<file path="src/rtl/playback_sequencer.sv">
// playback_sequencer
// Plays the stored Simon colour pattern on the four game LEDs. Each step is a
// dark fetch cycle, a dark RAM-latency cycle, an on-time and a dark gap. The
// on-time and gap are the base durations shifted right by the speed level.
// Timing comes from a single cycle counter in the clk domain. led, done and
// rd_addr are driven straight from flops.
module playback_sequencer #(
  parameter int unsigned BASE_ON  = 50_000_000,
  parameter int unsigned BASE_GAP = 25_000_000,
  parameter int unsigned CNT_W    = 27,
  parameter int unsigned ADDR_W   = 5
) (
  input  logic              clk,
  input  logic              reset,
  input  logic              start,
  input  logic              abort,
  input  logic [ADDR_W:0]   length,
  input  logic [2:0]        level,
  output logic [ADDR_W-1:0] rd_addr,
  input  logic [1:0]        rd_data,
  output logic [3:0]        led,
  output logic              busy,
  output logic              done
);

  typedef enum logic [2:0] {
    IDLE,
    FETCH,
    WAIT,
    ON,
    GAP,
    FINISH
  } state_t;

  localparam logic [CNT_W-1:0] BASE_ON_C  = CNT_W'(BASE_ON);
  localparam logic [CNT_W-1:0] BASE_GAP_C = CNT_W'(BASE_GAP);
  localparam logic [CNT_W-1:0] CNT_ONE    = CNT_W'(1);
  localparam logic [ADDR_W:0]  IDX_ONE    = (ADDR_W+1)'(1);

  // Level-scaled duration: logical right shift, never shorter than one cycle.
  function automatic logic [CNT_W-1:0] scale_dur(input logic [CNT_W-1:0] base,
                                                 input logic [2:0]       lvl);
    logic [CNT_W-1:0] shifted;
    shifted = base >> lvl;
    return (shifted == '0) ? CNT_ONE : shifted;
  endfunction

  state_t            state_q,   state_d;
  logic [ADDR_W:0]   len_q,     len_d;
  logic [ADDR_W:0]   idx_q,     idx_d;
  logic [CNT_W-1:0]  on_q,      on_d;
  logic [CNT_W-1:0]  gap_q,     gap_d;
  logic [CNT_W-1:0]  cnt_q,     cnt_d;
  logic [1:0]        colour_q,  colour_d;
  logic [ADDR_W-1:0] rd_addr_q, rd_addr_d;
  logic [3:0]        led_q,     led_d;
  logic              done_q,    done_d;

  // idx is one bit wider than the address so a full-depth pattern can end
  // without the counter wrapping back onto zero.
  logic [ADDR_W:0]   idx_inc;
  assign idx_inc = idx_q + IDX_ONE;

  // Next-state and next-output computation for the playback sequence.
  always_comb begin
    // NOTE: every variable written here gets a default first, so no path
    // leaves one unassigned and no latch is inferred.
    state_d   = state_q;
    len_d     = len_q;
    idx_d     = idx_q;
    on_d      = on_q;
    gap_d     = gap_q;
    cnt_d     = cnt_q;
    colour_d  = colour_q;
    rd_addr_d = rd_addr_q;
    led_d     = '0;
    done_d    = 1'b0;

    unique case (state_q)
      IDLE: begin
        // abort and start together: abort wins, so start is dropped.
        if (start && !abort) begin
          if (length == '0) begin
            // Nothing to play: acknowledge at once and stay idle.
            done_d = 1'b1;
          end else begin
            len_d     = length;
            on_d      = scale_dur(BASE_ON_C, level);
            gap_d     = scale_dur(BASE_GAP_C, level);
            idx_d     = '0;
            rd_addr_d = '0;
            state_d   = FETCH;
          end
        end
      end

      // rd_addr already holds idx; the RAM registers it at the end of this cycle.
      FETCH: begin
        state_d = WAIT;
      end

      // RAM data is valid now; latch the colour and light it from the next cycle.
      WAIT: begin
        colour_d = rd_data;
        led_d    = 4'b0001 << rd_data;
        cnt_d    = on_q - CNT_ONE;
        state_d  = ON;
      end

      ON: begin
        if (cnt_q == '0) begin
          cnt_d   = gap_q - CNT_ONE;
          state_d = GAP;
        end else begin
          led_d = 4'b0001 << colour_q;
          cnt_d = cnt_q - CNT_ONE;
        end
      end

      GAP: begin
        if (cnt_q == '0) begin
          idx_d = idx_inc;
          if (idx_inc == len_q) begin
            done_d  = 1'b1;
            state_d = FINISH;
          end else begin
            // Only move the address when another fetch follows, so the last
            // address played stays on the bus instead of wrapping to zero.
            rd_addr_d = idx_inc[ADDR_W-1:0];
            state_d   = FETCH;
          end
        end else begin
          cnt_d = cnt_q - CNT_ONE;
        end
      end

      FINISH: begin
        state_d = IDLE;
      end

      default: begin
        state_d = IDLE;
      end
    endcase

    // Abort overrides everything once a run is in progress: dark LEDs, no done.
    if (abort && (state_q != IDLE)) begin
      state_d = IDLE;
      led_d   = '0;
      done_d  = 1'b0;
    end
  end

  // State, latched run parameters and registered outputs.
  always_ff @(posedge clk or posedge reset) begin
    if (reset) begin
      state_q   <= IDLE;
      len_q     <= '0;
      idx_q     <= '0;
      on_q      <= '0;
      gap_q     <= '0;
      cnt_q     <= '0;
      colour_q  <= '0;
      rd_addr_q <= '0;
      led_q     <= '0;
      done_q    <= 1'b0;
    end else begin
      // NOTE: sequential state uses non-blocking assignments so every flop
      // samples the pre-edge values regardless of statement order.
      state_q   <= state_d;
      len_q     <= len_d;
      idx_q     <= idx_d;
      on_q      <= on_d;
      gap_q     <= gap_d;
      cnt_q     <= cnt_d;
      colour_q  <= colour_d;
      rd_addr_q <= rd_addr_d;
      led_q     <= led_d;
      done_q    <= done_d;
    end
  end

  assign rd_addr = rd_addr_q;
  assign led     = led_q;
  assign done    = done_q;
  assign busy    = (state_q != IDLE);

endmodule

</file>
<file path="config.mk">
export PLATFORM = sky130hd
export DESIGN_NAME = playback_sequencer
export DESIGN_NICKNAME = d
export VERILOG_FILES = /design/src/rtl/playback_sequencer.sv
export SDC_FILE = /design/constraint.sdc
export NUM_CORES = 1
export LEC_CHECK = 0
export CAP_MARGIN = 20
export CORE_ASPECT_RATIO = 0.6
export CORE_MARGIN = 3
export CORE_UTILIZATION = 40
export DETAILED_ROUTE_END_ITERATION = 7
export SETUP_SLACK_MARGIN = 0.15
export SLEW_MARGIN = 20
export SYNTH_ARGS = -nofsm -noshare
export SYNTH_HDL_FRONTEND = slang
export SYNTH_SLANG_ARGS = --single-unit
</file>
<file path="constraint.sdc">
create_clock -name clk -period 3.1 [get_ports clk]
set_input_delay 0.62 -clock clk [delete_from_list [all_inputs] [get_ports clk]]
set_output_delay 0.62 -clock clk [all_outputs]
set_load 0.01 [all_outputs]
</file>
==> out/qor.txt <==
Diode count -> 0
Worst R2R End -> cnt_q[21]
Worst vdd ir -> 282 uV
Power Total -> 4.61 mW
Avg Inst Size Synth -> 8.52 sq um
Post-synth EDFFs -> 0
RSZ-0062 raised after global routing -> no
Layout cells sized above 1 -> 0.125
CTS sink count -> 100
Starting Density -> 0.421
Synth Warn # -> 0
Endpoints failing setup -> 0
NumNets Final -> 797
Number of port buffers -> 25
Cts bufs inserted -> 9
Main flop type after synthesis -> dfrtp_1
Lkg Pwr -> 2.96 nW
Clk Latency, worst-skew pair -> 0.35 ns
Via count -> 6143
Die area -> 17400 sq um
Fillers -> 1443
Setup crit end -> cnt_q[21]
Worst hold path type -> flop to flop
Synth cell types -> 73
CP arrival -> 3.15 ns
Cell Area, Synth -> 6310 sq um
I/O pin count -> 26
Sequential cell area -> 2500 sq um
Sequence of cells on the critical path -> or4_4 > or4_4 > or4_1 > a31oi_1 > nor3_1 > nor3_1
CTS tree -> yes
CP Capture Type -> flop
Die Y -> 103 um
Post-layout util -> 0.491
Worst slew pin tran -> 0.791 ns
Reg2reg path depth -> 6
Root Buffer Master -> clkbuf_16
Slowest CP cell -> or4_4
Period utilisation layout -> 0.931
Worst reg2reg setup slack -> 0.21 ns
Remaining DRCs -> 0
Multi-input combinational cell area -> 3610 sq um
Max frequency -> 347 MHz
Worst clock skew -> 0.0117 ns
Max-Cap Viols -> 0
Gp weighted congestion -> 0.986
Number of global-route vias before repair -> 5671
CP delay by family, top -> simple AND/OR/NAND/NOR gates
Pwr per Cell Area -> 627 nW/um^2
Bufs and invs on worst path -> 0
Area delta synth->final -> 16.4%
Outcome -> completed
CTS clk-pin slew, worst paths -> 0.08 ns
Worst rel slew slack -> 0.468
Gr usage total -> 0.252
Total core area -> 15000 sq um
WHS -> 0.484 ns
Async set-or-reset flop fraction in the synthesized netlist -> 1.00
Clock buffer depth -> 2
Net Count, Synth -> 761
Hold Vio Cnt, Final -> 0
Slowest stage delay, CP -> 0.59 ns
GRT Residual Overflow -> 0
Die W -> 168 um
Reg-to-Reg Start -> on_q[2]
Routed length per instance -> 22.3 um
Worst Setup SP -> on_q[2]
DR pass1 iterations -> 6
H-tree depth -> 3
DRT antenna net count -> 0
WP depth -> 6
Initial antenna violation count -> 0
Sequential area share after synthesis -> 0.397
Flops & latches, synth -> 100
Non-filler cells, final -> 980
Row count -> 34
Max-slew violations -> 0
Crit Path Category -> flop to flop
First-pass GRT wire length -> 33500 um
Largest net degree at the start of global routing -> 47
Starting DRT DRC Count -> 671
Req. time, crit path -> 3.37 ns
Final setup TNS -> 0 ns
HPWL Detailed -> 16400 um
Worst-path fanout max -> 12
Post-synthesis instance total -> 741
DR vias/cell -> 6.27
Startpoint Class -> flop
Minimum clock period -> 2.89 ns
Dpl cells -> 962
WL final -> 21900 um
==> worst min-delay path by stage <==
| stage | slack (ns) | start | to | depth (start not counted) |
|---|---|---|---|---|
| 3_5_place_dp | 0.47 | rd_addr[0] | rd_addr[0] | 2 |
| 4_1_cts | 0.49 | rd_addr[0] | rd_addr[0] | 2 |
| 2_1_floorplan | 0.46 | on_q[25] | on_q[25] | 2 |
| 5_1_grt | 0.51 | rd_addr[4] | rd_addr[4] | 2 |
| 6_report | 0.48 | rd_addr[0] | rd_addr[0] | 2 |
| 3_3_place_gp | 0.47 | rd_addr[2] | rd_addr[2] | 2 |
==> area by class of cell <==
class	count	share of cell area
inverters	21	0.0112
clock inverters	6	0.00800
clock buffers	10	0.0312
well taps	198	0.0337
repair buffers	69	0.0834
multi-input cells	576	0.492
flip-flops and latches	100	0.341
==> cell usage after synthesis, types with 4 or more instances <==
master    count  area share
a211oi_1      4      0.0048
a21o_1        4      0.0048
a21oi_1      24       0.019
a221oi_1      6      0.0083
a31oi_1      13       0.013
a41oi_1       4      0.0056
and3_1        8      0.0079
and4_1        5      0.0069
buf_2         5      0.0040
clkbuf_1     35       0.021
dfrtp_1     100        0.40
ha_1          5      0.0099
inv_1        21       0.012
nand2_1     103       0.061
nand2b_1      4      0.0040
nand3_1      25       0.020
nand3b_1      4      0.0048
nand4_1       9      0.0089
nor2_1       67       0.040
nor3_1       31       0.025
nor3b_1       6      0.0071
nor4_1       22       0.022
o211ai_1      8      0.0095
o21a_1       16       0.019
o21ai_0      37       0.029
o22ai_1      11       0.011
o31ai_1       9       0.011
or2_2         4      0.0040
or3_1        14       0.014
or3b_2        5      0.0069
or4_1        14       0.017
xnor2_1      31       0.043
xor2_1       23       0.032
==> worst reg2reg max path, stage by stage (launching register included) <==
cell and delay [ns]:
dfrtp_1 0.45, or4_4 0.59, or4_4 0.59, or4_1 0.54, a31oi_1 0.36, nor3_1 0.10
nor3_1 0.17
==> power by group <==
| group | total (mW) | internal [mW] | switching (mW) |
|---|---|---|---|
| Combinational | 1.46 | 0.633 | 0.824 |
| Sequential | 2.03 | 1.59 | 0.444 |
| Clock | 1.12 | 0.562 | 0.553 |
==> stage by stage <==
stage / setup WS [ns] / cell area, sq um
after global routing: 0.150 / 7350
after CTS: 0.150 / 7260
after detailed placement: 0.172 / 6980
after floorplan: 0.364 / 6310
after global placement: 0.167 / 6980
final: 0.214 / 7350
==> state kept, by name, summed over array words and instances (netlist names) <==
register / flops
state_q: 3
cnt_q: 27
done: 1
led: 4
len_q: 6
colour_q: 2
rd_addr: 5
idx_q: 6
gap_q: 20
on_q: 26
==> cell usage in the layout (no fill, tap or decap), drive strengths merged, types with 17 or more instances in the layout <==
master         instances
xnor2                 31
or4                   17
a21oi                 24
dfrtp                100
nor3                  33
clkdlybuf4s50         25
nand3                 25
xor2                  23
nor4                  25
o21ai                 41
nand2                103
inv                   22
nor2                  68
buf                   44
==> cell families after synthesis <==
kind of cell    Yosys count  synth area share
fa+ha+maj                 5           0.00991
mux                       3           0.00496
buf+inv                  65            0.0420
xor+xnor                 55            0.0787
simple gates            344             0.287
flops                   100             0.397
compound gates          169             0.181
==> layer usage <==
metal / up-vias / track usage / wire, um
li1: 2788 / - / -
met1: 2982 / 0.396 / 10300
met2: 342 / 0.324 / 8290
met3: 31 / 0.0961 / 3000
met4: 0 / 0.0440 / 269
met5: - / 0 / 0
==> what timing repair did <==
item                       4_1_cts  5_1_grt
gates resized for setup          0       16
setup endpoints to repair        0       25
setup buffers                    0        2
hold buffers                     0        0
Power figures use the tool's default switching activity.
